$ cat config.mk
export PLATFORM = sky130hd
export DESIGN_NAME = axis_width_upsizer
export DESIGN_NICKNAME = d
export VERILOG_FILES = /design/src/rtl/axis_width_upsizer.sv
export SDC_FILE = /design/constraint.sdc
export NUM_CORES = 1
export LEC_CHECK = 0
export ABC_AREA = 1
export CAP_MARGIN = 15
export CORE_UTILIZATION = 50
export DETAILED_ROUTE_END_ITERATION = 8
export GPL_TIMING_DRIVEN = 0
export PLACE_DENSITY = 0.9
export SETUP_SLACK_MARGIN = 0.4
export SYNTH_ARGS = -nofsm -noshare
export SYNTH_HDL_FRONTEND = slang
export SYNTH_SLANG_ARGS = --single-unit
$ cat constraint.sdc
create_clock -name i_clk -period 1.7 [get_ports i_clk]
set_input_delay 0.425 -clock i_clk [delete_from_list [all_inputs] [get_ports i_clk]]
set_output_delay 0.425 -clock i_clk [all_outputs]
set_load 0.02 [all_outputs]
$ cat src/rtl/axis_width_upsizer.sv
// ---------------------------------------------------------------------------
// axis_width_upsizer
//
// Packs RATIO consecutive narrow AXI-stream beats into one wide beat. The
// first accepted narrow beat lands in the least-significant lane. A narrow
// beat carrying tlast closes the word early: the unused upper lanes are
// zero-filled and o_out_lanes reports how many lanes carry data.
//
// The wide output is fully registered. Input ready is derived only from the
// registered output valid and the downstream ready, so no combinational path
// runs from i_axis_in_tvalid to o_axis_in_tready.
//
// Ports
//   i_clk              clock, all state updates on the rising edge
//   i_rst_n            asynchronous active-low reset
//   i_axis_in_tdata    narrow input data (DATA_WIDTH)
//   i_axis_in_tvalid   narrow input valid
//   o_axis_in_tready   narrow input ready (0 while in reset)
//   i_axis_in_tlast    narrow input end-of-packet marker
//   o_axis_out_tdata   wide output data (DATA_WIDTH*RATIO), lane 0 = first beat
//   o_axis_out_tvalid  wide output valid
//   i_axis_out_tready  wide output ready from the consumer
//   o_axis_out_tlast   wide output end-of-packet marker
//   o_out_lanes        number of valid lanes in the wide beat (1..RATIO),
//                      qualified by o_axis_out_tvalid
// ---------------------------------------------------------------------------
module axis_width_upsizer #(
    parameter int DATA_WIDTH = 32,
    parameter int RATIO      = 2,
    parameter int LANES_W    = $clog2(RATIO + 1)
) (
    input  logic                          i_clk,
    input  logic                          i_rst_n,
    input  logic [DATA_WIDTH-1:0]         i_axis_in_tdata,
    input  logic                          i_axis_in_tvalid,
    output logic                          o_axis_in_tready,
    input  logic                          i_axis_in_tlast,
    output logic [DATA_WIDTH*RATIO-1:0]   o_axis_out_tdata,
    output logic                          o_axis_out_tvalid,
    input  logic                          i_axis_out_tready,
    output logic                          o_axis_out_tlast,
    output logic [LANES_W-1:0]            o_out_lanes
);

    localparam int               CNT_W     = $clog2(RATIO);
    localparam int               ACC_LANES = RATIO - 1;
    localparam logic [CNT_W-1:0] LAST_LANE = CNT_W'(RATIO - 1);

    // -----------------------------------------------------------------------
    // State
    // -----------------------------------------------------------------------
    logic [CNT_W-1:0]                      r_cnt;
    logic [ACC_LANES-1:0][DATA_WIDTH-1:0]  r_acc;
    logic [RATIO-1:0][DATA_WIDTH-1:0]      r_out_data;
    logic                                  r_out_valid;
    logic                                  r_out_last;
    logic [LANES_W-1:0]                    r_out_lanes;

    // -----------------------------------------------------------------------
    // Handshake decode
    // -----------------------------------------------------------------------
    logic w_in_ready;
    logic w_accept;
    logic w_at_last_lane;
    logic w_complete;
    logic w_out_hs;

    // The output register can take a new word when it is empty or is being
    // drained in this same cycle; the reset term forces ready low while the
    // block is held in reset.
    assign w_in_ready     = i_rst_n && (!r_out_valid || i_axis_out_tready);
    assign w_accept       = i_axis_in_tvalid && w_in_ready;
    assign w_at_last_lane = (r_cnt == LAST_LANE);
    // tlast always closes the word, even on the top lane, so there is never a
    // separate flush cycle.
    assign w_complete     = w_accept && (w_at_last_lane || i_axis_in_tlast);
    assign w_out_hs       = r_out_valid && i_axis_out_tready;

    // -----------------------------------------------------------------------
    // Per-lane datapath: accumulator write enables and the assembled word
    // -----------------------------------------------------------------------
    logic [DATA_WIDTH-1:0] w_word_lane [RATIO];
    logic                  w_acc_we    [ACC_LANES];
    logic [RATIO-1:0][DATA_WIDTH-1:0] w_word;

    genvar gi;
    generate
        for (gi = 0; gi < RATIO; gi++) begin : g_lane
            if (gi < RATIO - 1) begin : g_acc_lane
                // Lanes below the counter come from the accumulator, the lane
                // at the counter takes the incoming beat, lanes above it are
                // zero so an early-closed word is zero-padded.
                assign w_acc_we[gi] = w_accept && !w_complete &&
                                      (r_cnt == CNT_W'(gi));
                assign w_word_lane[gi] =
                    (r_cnt == CNT_W'(gi)) ? i_axis_in_tdata :
                    (r_cnt >  CNT_W'(gi)) ? r_acc[gi]       :
                                            '0;
            end else begin : g_top_lane
                // The top lane is never stored: it only ever carries the beat
                // that completes a full word.
                assign w_word_lane[gi] = w_at_last_lane ? i_axis_in_tdata : '0;
            end
        end
    endgenerate

    always_comb begin
        w_word = '0;
        for (int i = 0; i < RATIO; i++) begin
            w_word[i] = w_word_lane[i];
        end
    end

    // -----------------------------------------------------------------------
    // Lane counter: advances on every partial accept, wraps only through the
    // completion path so it never passes RATIO-1.
    // -----------------------------------------------------------------------
    always_ff @(posedge i_clk or negedge i_rst_n) begin
        if (!i_rst_n) begin
            r_cnt <= '0;
        end else if (w_complete) begin
            r_cnt <= '0;
        end else if (w_accept) begin
            r_cnt <= r_cnt + CNT_W'(1);
        end
    end

    // -----------------------------------------------------------------------
    // Accumulator: cleared on completion so a later short word never picks
    // up lanes left over from an earlier one.
    // -----------------------------------------------------------------------
    always_ff @(posedge i_clk or negedge i_rst_n) begin
        if (!i_rst_n) begin
            r_acc <= '0;
        end else if (w_complete) begin
            r_acc <= '0;
        end else begin
            for (int i = 0; i < ACC_LANES; i++) begin
                if (w_acc_we[i]) begin
                    r_acc[i] <= i_axis_in_tdata;
                end
            end
        end
    end

    // -----------------------------------------------------------------------
    // Output register. A completing accept wins over the output handshake so
    // a word drained and a word loaded on the same edge keep valid high.
    // Data, tlast and lanes are left stale once the word has been taken.
    // -----------------------------------------------------------------------
    always_ff @(posedge i_clk or negedge i_rst_n) begin
        if (!i_rst_n) begin
            r_out_data  <= '0;
            r_out_valid <= 1'b0;
            r_out_last  <= 1'b0;
            r_out_lanes <= '0;
        end else if (w_complete) begin
            r_out_data  <= w_word;
            r_out_valid <= 1'b1;
            r_out_last  <= i_axis_in_tlast;
            r_out_lanes <= LANES_W'(r_cnt) + LANES_W'(1);
        end else if (w_out_hs) begin
            r_out_valid <= 1'b0;
        end
    end

    // -----------------------------------------------------------------------
    // Outputs
    // -----------------------------------------------------------------------
    assign o_axis_in_tready  = w_in_ready;
    assign o_axis_out_tdata  = r_out_data;
    assign o_axis_out_tvalid = r_out_valid;
    assign o_axis_out_tlast  = r_out_last;
    assign o_out_lanes       = r_out_lanes;

endmodule

### After elaboration in Yosys (flattened, before gate mapping)

Cells that the tools add are included.

| operators by class | value |
|---|---|
| $add $sub $neg | 2 |
| magnitude comparators | 1 |
| mux-type cells | 9 |
| bitwise logic cells | 1 |
| reduce and logical (&&, ||, !) cells | 13 |

Operator list:

| kind | number |
|---|---|
| $mux 32 | 5 |
| $logic_and 1x1->1 | 6 |
| $reduce_bool 2->1 | 3 |
| $mux 1 | 4 |
| $add 1x1->2 const B | 1 |
| $logic_not 1->1 | 2 |
| $logic_or 1x1->1 | 2 |
| $add 1x1->1 const B | 1 |
| $gt 1x1->1 const B | 1 |
| $not 1->1 | 1 |

| word-level totals | value |
|---|---|
| register bits after elaboration | 101 |
| input port bits | 37 |
| word-level logic and storage cells | 33 |

### Longest topological paths before layout

Gate-level depths: netlist (run 1).

| logic depth | value |
|---|---|
| depth after elaboration | 10 |
| depth in mapped cells | 7 |

### Worst setup path before layout (run 1)

No wires, ideal clock.

| timing | value |
|---|---|
| path type | register -> output |
| from | register r_out_valid (netlist: o_axis_out_tvalid) |
| to | output o_axis_in_tready |
| arrival | 914 ps |
| data required time | 1,275 ps |
| setup slack | 361 ps |
| cell stages (with the launch flop) | 3 |
| buffers on the path | 1 |
| cells stage by stage | dfrtp_1 a21oi_1 buf_2 |

| between the ends | value |
|---|---|
| longest elaborated chain between the ends | 3 |

Ends and longest elaborated chain:

| what | line | text |
|---|---|---|
| start: declaration | 55 | `logic r_out_valid;` |
| start signal: assignment | 154 | `r_out_valid <= 1'b0;` |
| start signal: assignment | 159 | `r_out_valid <= 1'b1;` |
| start signal: assignment | 163 | `r_out_valid <= 1'b0;` |
| $logic_not 1->1 | 71 | `assign w_in_ready = i_rst_n && (!r_out_valid \|\| i_axis_out_tready);` |
| $logic_or 1x1->1 | 71 |  |
| $logic_and 1x1->1 | 71 |  |
| end: declaration | 36 | `output logic o_axis_in_tready,` |

Every way passes these cells.

### Worst setup path after layout (run 1)

| timing | value |
|---|---|
| from | register r_cnt |
| to | register r_out_data, in the netlist o_axis_out_tdata[11] |

| between the ends | value |
|---|---|
| longest elaborated chain between the ends | 3 |
| elaborated cells between the ends (all ways) | 5 |
| those cells by class | 1 x order compare; 2 x mux; 2 x reduce/logical |

Ends and longest elaborated chain:

| what | line | text |
|---|---|---|
| start: declaration | 52 | `logic [CNT_W-1:0] r_cnt;` |
| start signal: assignment | 124 | `r_cnt <= r_cnt + CNT_W'(1);` |
| $gt 1x1->1 | 97 | `(r_cnt > CNT_W'(gi)) ? r_acc[gi] :` |
| $mux 32 | 97 |  |
| $mux 32 | 96 | `(r_cnt == CNT_W'(gi)) ? i_axis_in_tdata :` |
| end signal: assignment | 158 | `r_out_data <= w_word;` |
| end: declaration | 54 | `logic [RATIO-1:0][DATA_WIDTH-1:0] r_out_data;` |

Several ways; a longest one is shown, not always the timed one.
A chain may end at the register's enable or synchronous reset.

==> flow_metrics.env, run 1 <==
export IMPL_outcome="finished with violations"
export IMPL_violations="design-rule violations, negative setup slack"
export IMPL_cts_path_max_buffers=2
export IMPL_fin_ws_ns=-0.0499
export IMPL_final_util_pct=85.6
export IMPL_grt_use_total_pct=39.8
export IMPL_avgSynthCellArea_sq_um=8.12
export IMPL_layout_area_seq_sq_um=2530
export IMPL_clock_latency_ns=0.40
export IMPL_relSlewSlack_pct=56.3
export IMPL_crit_path_frequent_cell="nand2_1"
export IMPL_syn_nets=588
export IMPL_globalplace_congestion=0.885
export IMPL_min_path_type="in2async"
export IMPL_multi_input_area_sq_um=1920
export IMPL_numCtsBuffers=9
export IMPL_htreeDepth=3
export IMPL_crit_path_top_delay_cell="dfrtp_1"
export IMPL_max_stage_delay_ns=0.46
export IMPL_grt_pass1_wl_microns=26700
export IMPL_syn_area_sq_um=4470
export IMPL_hold_slack_ns=0.104
export IMPL_cap_violations=0
export IMPL_yosysTopAreaCell="dfrtp_1"
export IMPL_final_setup_viol_count=4
export IMPL_drv_slew=0
export IMPL_ant_nets=0
export IMPL_rsz0062_at_grt="yes"
export IMPL_synth_top_cell_area_share_pct=56.5
export IMPL_totalWireLength_microns=22300
export IMPL_layout_drive_gt1_share_pct=34.8
export IMPL_end_kind="register"
export IMPL_syn2layout_area_growth_pct=66.1
export IMPL_diodes=0
export IMPL_min_period_ns=1.75
export IMPL_rows=34
export IMPL_final_nets=797
export IMPL_ir_drop_mv=0.766
export IMPL_p_leak_nw=3.91
export IMPL_dr_pass1_iters=9
export IMPL_power_density_nw_per_um2=1200
export IMPL_syn_inst=551
export IMPL_hold_viol=0
export IMPL_post_place_ws_ns=-1.17
export IMPL_io_buffers=104
export IMPL_final_common_cell="nand2_1"
export IMPL_worstPathRequired_ns=2.02
export IMPL_skew_ns=0.0195
export IMPL_wire_per_inst_microns=25.5
export IMPL_cts_sinks=101
export IMPL_antenna_found_initial=0
export IMPL_viasPerCell=6.76
export IMPL_synth_cell_type_count=14
export IMPL_crit_family="simple AND/OR/NAND/NOR gates"
export IMPL_worstMarginPinSlew_ns=0.656
export IMPL_worstPathArrival_ns=2.07
export IMPL_worstSetupPathType="reg2reg"
export IMPL_min_period_over_period_pct=103
export IMPL_cts_root_buf="clkbuf_8"
export IMPL_start_util_pct=51.6
export IMPL_cts_clk_slew_worst_paths_ns=0.10
export IMPL_placed_cell_area_sq_um=5680
export IMPL_crit_chain="buf_4 > clkbuf_1 > nand2_1 > nand2_1 > nand4_1 > nand2_1"
export IMPL_synth_warnings=0
export IMPL_timing_fmax_mhz=571
export IMPL_ys_ff_latch=101
export IMPL_path_max_fanout=10
export IMPL_initialDrtViolationCount=935
export IMPL_layout_common_cells="nand2_1 (263), dfrtp_1 (101), buf_6 (83), nand4_1 (68), buf_4 (67)"
export IMPL_vias=5905
export IMPL_pin_count=106
export IMPL_hpwlAfterDp_microns=8890
export IMPL_route_detailed_drc=10
export IMPL_worst_path_buf_inv=2
export IMPL_grt_ovfl_total=0
export IMPL_ys_top_cells_by_area="dfrtp_1 (56%), nand2_1 (25%), nand4_1 (9.5%)"
export IMPL_cts_tree="built"
export IMPL_dieArea_sq_um=9330
export IMPL_core_area_sq_um=8680
export IMPL_die_w_microns=96.6
export IMPL_yosysSeqAreaShare_pct=56.5
export IMPL_fin_area_sq_um=7430
export IMPL_die_h_microns=96.6
export IMPL_grt_max_degree=32
export IMPL_fillCellCount=387
export IMPL_start_kind="register"
export IMPL_grt_pass1_vias=5067
[kinds of logic after synthesis]
family,synth area share (%)
simple gates,34.6
flops,56.5
buf+inv,5.12
compound gates,3.80
[routing by layer]
metal / share of wire (%) / GRT usage (%) / vias to the layer above / routed length (microns)
met1: 32 / 46.9 / 2705 / 7140
li1: - / - / 2219 / -
met4: 11 / 29.4 / 0 / 2540
met2: 42 / 61.5 / 684 / 9370
met5: 0 / 3.57 / - / 0
met3: 15 / 11.7 / 297 / 3240
[where the power goes]
part	switching (mW)	total (mW)	internal, mW
Clock	0.953	1.57	0.615
Sequential	0.485	3.41	2.92
Combinational	2.08	3.97	1.90
[worst reg2reg max path, cell delays in order (launching register included)]
cell      delay [ns]
dfrtp_1         0.46
buf_4           0.16
clkbuf_1        0.41
nand2_1         0.20
nand2_1         0.17
nand4_1         0.15
nand2_1         0.13
[per-stage QoR]
stage | std cells | power [mW] | setup TNS [ns]
2_1_floorplan | 551 | 4.54 | 0
3_3_place_gp | 763 | 5.76 | -722.80
3_5_place_dp | 764 | 5.86 | -51.56
4_1_cts | 837 | 7.97 | 0
5_1_grt | 873 | 9.14 | -0.00935
6_report | 873 | 8.94 | -0.115
[Yosys cell counts]
library cell,number
a21oi_1,2
buf_1,2
buf_2,21
buf_4,4
clkbuf_1,18
dfrtp_1,101
inv_1,4
inv_2,1
nand2_1,295
nand3_1,1
nand4_1,68
nor2_1,1
nor2_2,1
o21ai_0,32
[registers in the layout, indices dropped and copies added (netlist names)]
signal and count:
o_axis_out_tdata 64, r_acc 32, o_out_lanes 2, o_axis_out_tlast 1
o_axis_out_tvalid 1, r_cnt 1
[cell type report]
| cell class | instances | share of cell area (%) |
|---|---|---|
| Buffer | 45 | 5.67 |
| Inverter | 5 | 0.286 |
| Sequential cell | 101 | 34.0 |
| Clock buffer | 11 | 2.04 |
| Tap cell | 108 | 1.82 |
| Timing Repair Buffer | 198 | 29.8 |
| Multi-Input combinational cell | 400 | 25.9 |
| Clock inverter | 5 | 0.471 |
[path summary, 6_finish.rpt]
kind                                         to  slack (ns)  cells past startpoint            startpoint
min                                   r_acc[18]        0.10                      3               i_rst_n
min reg2reg                o_axis_out_tdata[29]        0.52                      2  o_axis_out_tdata[29]
max in group asynchronous        o_out_lanes[1]        0.46                      3               i_rst_n
max                        o_axis_out_tdata[11]       -0.05                      6                 r_cnt
min in group i_clk         o_axis_out_tdata[29]        0.52                      2  o_axis_out_tdata[29]
max reg2reg                o_axis_out_tdata[11]       -0.05                      6                 r_cnt
[what timing repair did]
action	in CTS	in global routing
pin swaps	26	29
gates resized for setup	509	97
cloned	11	7
setup endpoints to repair	170	170
hold buffers	2	0
setup buffers	44	29
hold endpoints to repair	44	0
Note: power is estimated with default switching activity, not from simulation.
==> inputs of run 2 (changes only) <==
--- a/config.mk
+++ b/config.mk
@@ -6,12 +6,15 @@
 export NUM_CORES = 1
 export LEC_CHECK = 0
 export ABC_AREA = 1
+export ABC_CLOCK_PERIOD_IN_PS = 1700
 export CAP_MARGIN = 15
+export CORE_MARGIN = 5
 export CORE_UTILIZATION = 50
 export DETAILED_ROUTE_END_ITERATION = 8
 export GPL_TIMING_DRIVEN = 0
 export PLACE_DENSITY = 0.9
 export SETUP_SLACK_MARGIN = 0.4
+export SLEW_MARGIN = 5
 export SYNTH_ARGS = -nofsm -noshare
 export SYNTH_HDL_FRONTEND = slang
 export SYNTH_SLANG_ARGS = --single-unit
==> run 2 against run 1 <==
The run now ends clean. Sequential cell count unchanged. Total power shrank 4.0%. Critical path depth grew 3. Sequential share of layout area is 1.7 points higher. Global-route usage down 12 points. Die area rose by 17%. Sequential power is 2% lower. Final area shrank 4.8%. Critical path type unchanged. Highest routed layer unchanged.
==> flow_metrics.env, run 2 (synthesized netlist as in run 1, its figures left out) <==
export IMPL_viasPerCell=6.17
export IMPL_cts_sinks=101
export IMPL_syn2layout_area_growth_pct=58.1
export IMPL_skew_ns=0.00801
export IMPL_wl_met1_microns=6560
export IMPL_worstMarginPinSlew_ns=1.05
export IMPL_pin_count=106
export IMPL_core_area_sq_um=8720
export IMPL_worstPathRequired_ns=1.96
export IMPL_die_h_microns=105
export IMPL_fillCellCount=451
export IMPL_worstPathArrival_ns=1.93
export IMPL_rows=34
export IMPL_route_detailed_drc=0
export IMPL_initialDrtViolationCount=811
export IMPL_worstSetupPathType="reg2reg"
export IMPL_grt_use_total_pct=27.6
export IMPL_end_kind="register"
export IMPL_min_path_type="in2async"
export IMPL_io_buffers=104
export IMPL_dieArea_sq_um=10900
export IMPL_start_kind="register"
export IMPL_hpwlAfterDp_microns=9290
export IMPL_totalWireLength_microns=18900
export IMPL_vias=5330
export IMPL_cap_violations=0
export IMPL_final_nets=789
export IMPL_grt_ovfl_total=0
export IMPL_min_period_ns=1.66
export IMPL_start_util_pct=51.3
export IMPL_outcome="completed"
export IMPL_layout_area_seq_sq_um=2530
export IMPL_tns_ns=0
export IMPL_die_w_microns=105
export IMPL_cts_clk_slew_worst_paths_ns=0.10
export IMPL_p_total_mw=8.59
export IMPL_ant_nets=0
export IMPL_wire_per_inst_microns=21.9
export IMPL_layout_drive_gt1_share_pct=30.2
export IMPL_p_leak_nw=3.76
export IMPL_largest_reg_flops=64
export IMPL_cts_root_buf="clkbuf_8"
export IMPL_htreeDepth=3
export IMPL_min_period_over_period_pct=97.7
export IMPL_multi_input_area_sq_um=1790
export IMPL_globalplace_congestion=0.908
export IMPL_regToRegSetupSlack_ns=0.04
export IMPL_rsz0062_at_grt="yes"
export IMPL_grt_max_degree=29
export IMPL_layout_common_cells="nand2_1 (288), dfrtp_1 (101), buf_6 (90), nand4_1 (68), buf_4 (67)"
export IMPL_relSlewSlack_pct=30.2
export IMPL_path_max_fanout=5
export IMPL_power_density_nw_per_um2=1210
export IMPL_numCtsBuffers=9
export IMPL_grt_pass1_vias=4853
export IMPL_top_layer_used="met4"
export IMPL_hold_viol=0
export IMPL_routed_wl_met3_microns=2460
export IMPL_ir_drop_mv=0.662
export IMPL_drv_slew=0
export IMPL_grt_pass1_wl_microns=24600
export IMPL_clock_latency_ns=0.38
export IMPL_dr_wl_met2_microns=8570
export IMPL_final_common_cell="nand2_1"
export IMPL_cts_tree="built"
export IMPL_cts_path_max_buffers=2
export IMPL_diodes=0
export IMPL_timing_fmax_mhz=602
export IMPL_antenna_found_initial=0
export IMPL_final_setup_viol_count=0
export IMPL_dr_pass1_iters=6
## run 2: worst paths after layout
path,start,to,depth (start not counted)
worst max-delay path,o_axis_out_tvalid,o_axis_out_tdata[0],9
worst min-delay path,i_rst_n,o_axis_out_tdata[32],2
worst max register to register,o_axis_out_tvalid,o_axis_out_tdata[0],9
worst min register to register,r_acc[16],r_acc[16],2
max in group asynchronous,i_rst_n,o_axis_out_tdata[18],3
min in group i_clk,i_rst_n,o_out_lanes[1],3
## run 2: stage by stage
step,setup WS (ns),util (%),hold WS (ns),instance area (sq um),instances
after global placement,-4.15,64.8,0.455,5650,763
after floorplan,0.399,-,0.129,4480,551
after detailed placement,-0.881,65.1,0.458,5680,764
after CTS,0.120,74.5,-0.0120,6490,820
after global routing,0.0184,81.1,0.129,7080,864
final,0.0386,81.1,0.124,7080,864
## run 2: power by group
group | switching [mW] | internal, mW
clock | 0.853 | 0.749
sequential | 0.420 | 2.92
combinational | 1.89 | 1.76
## run 2: cell type report
class                           count  share of cell area [%]
Timing Repair Buffer              190                    28.5
Clock buffer                       11                    2.14
Clock inverter                      4                   0.672
Tap cell                          108                    1.91
Inverter                            5                   0.301
Sequential cell                   101                    35.7
Multi-Input combinational cell    400                    25.4
Buffer                             45                    5.41
## run 2: critical path, stage by stage, from the launching register on
cell	delay, ns
dfrtp_1	0.40
buf_4	0.16
nand2_4	0.09
nand4_1	0.14
buf_6	0.19
buf_4	0.15
buf_6	0.13
buf_8	0.13
nand2_1	0.07
nand2_1	0.08
## run 2: per-layer routing
layer	vias to the layer above	track usage, %
li1	2201	-
met1	2484	35.2
met2	486	44.8
met3	159	6.97
met4	0	11.7
met5	-	0
## run 2: what timing repair did
action                                  CTS  global route
hold endpoints to repair                 21            37
buffers inserted                         33            36
hold buffers                              1             3
endpoints found under the setup margin  168           189
gates cloned                              7             5
pin swaps                                 2            18
gates resized for setup                 471            75
==> inputs of run 3 (changes only) <==
--- a/config.mk
+++ b/config.mk
@@ -6,7 +6,6 @@
 export NUM_CORES = 1
 export LEC_CHECK = 0
 export ABC_AREA = 1
-export ABC_CLOCK_PERIOD_IN_PS = 1700
 export CAP_MARGIN = 15
 export CORE_MARGIN = 5
 export CORE_UTILIZATION = 50
@@ -14,6 +13,7 @@
 export GPL_TIMING_DRIVEN = 0
 export PLACE_DENSITY = 0.9
 export SETUP_SLACK_MARGIN = 0.4
+export SKIP_LAST_GASP = 1
 export SLEW_MARGIN = 5
 export SYNTH_ARGS = -nofsm -noshare
 export SYNTH_HDL_FRONTEND = slang
==> results of run 3 <==
Final layout, timing and power as in run 2 (identical DEF).
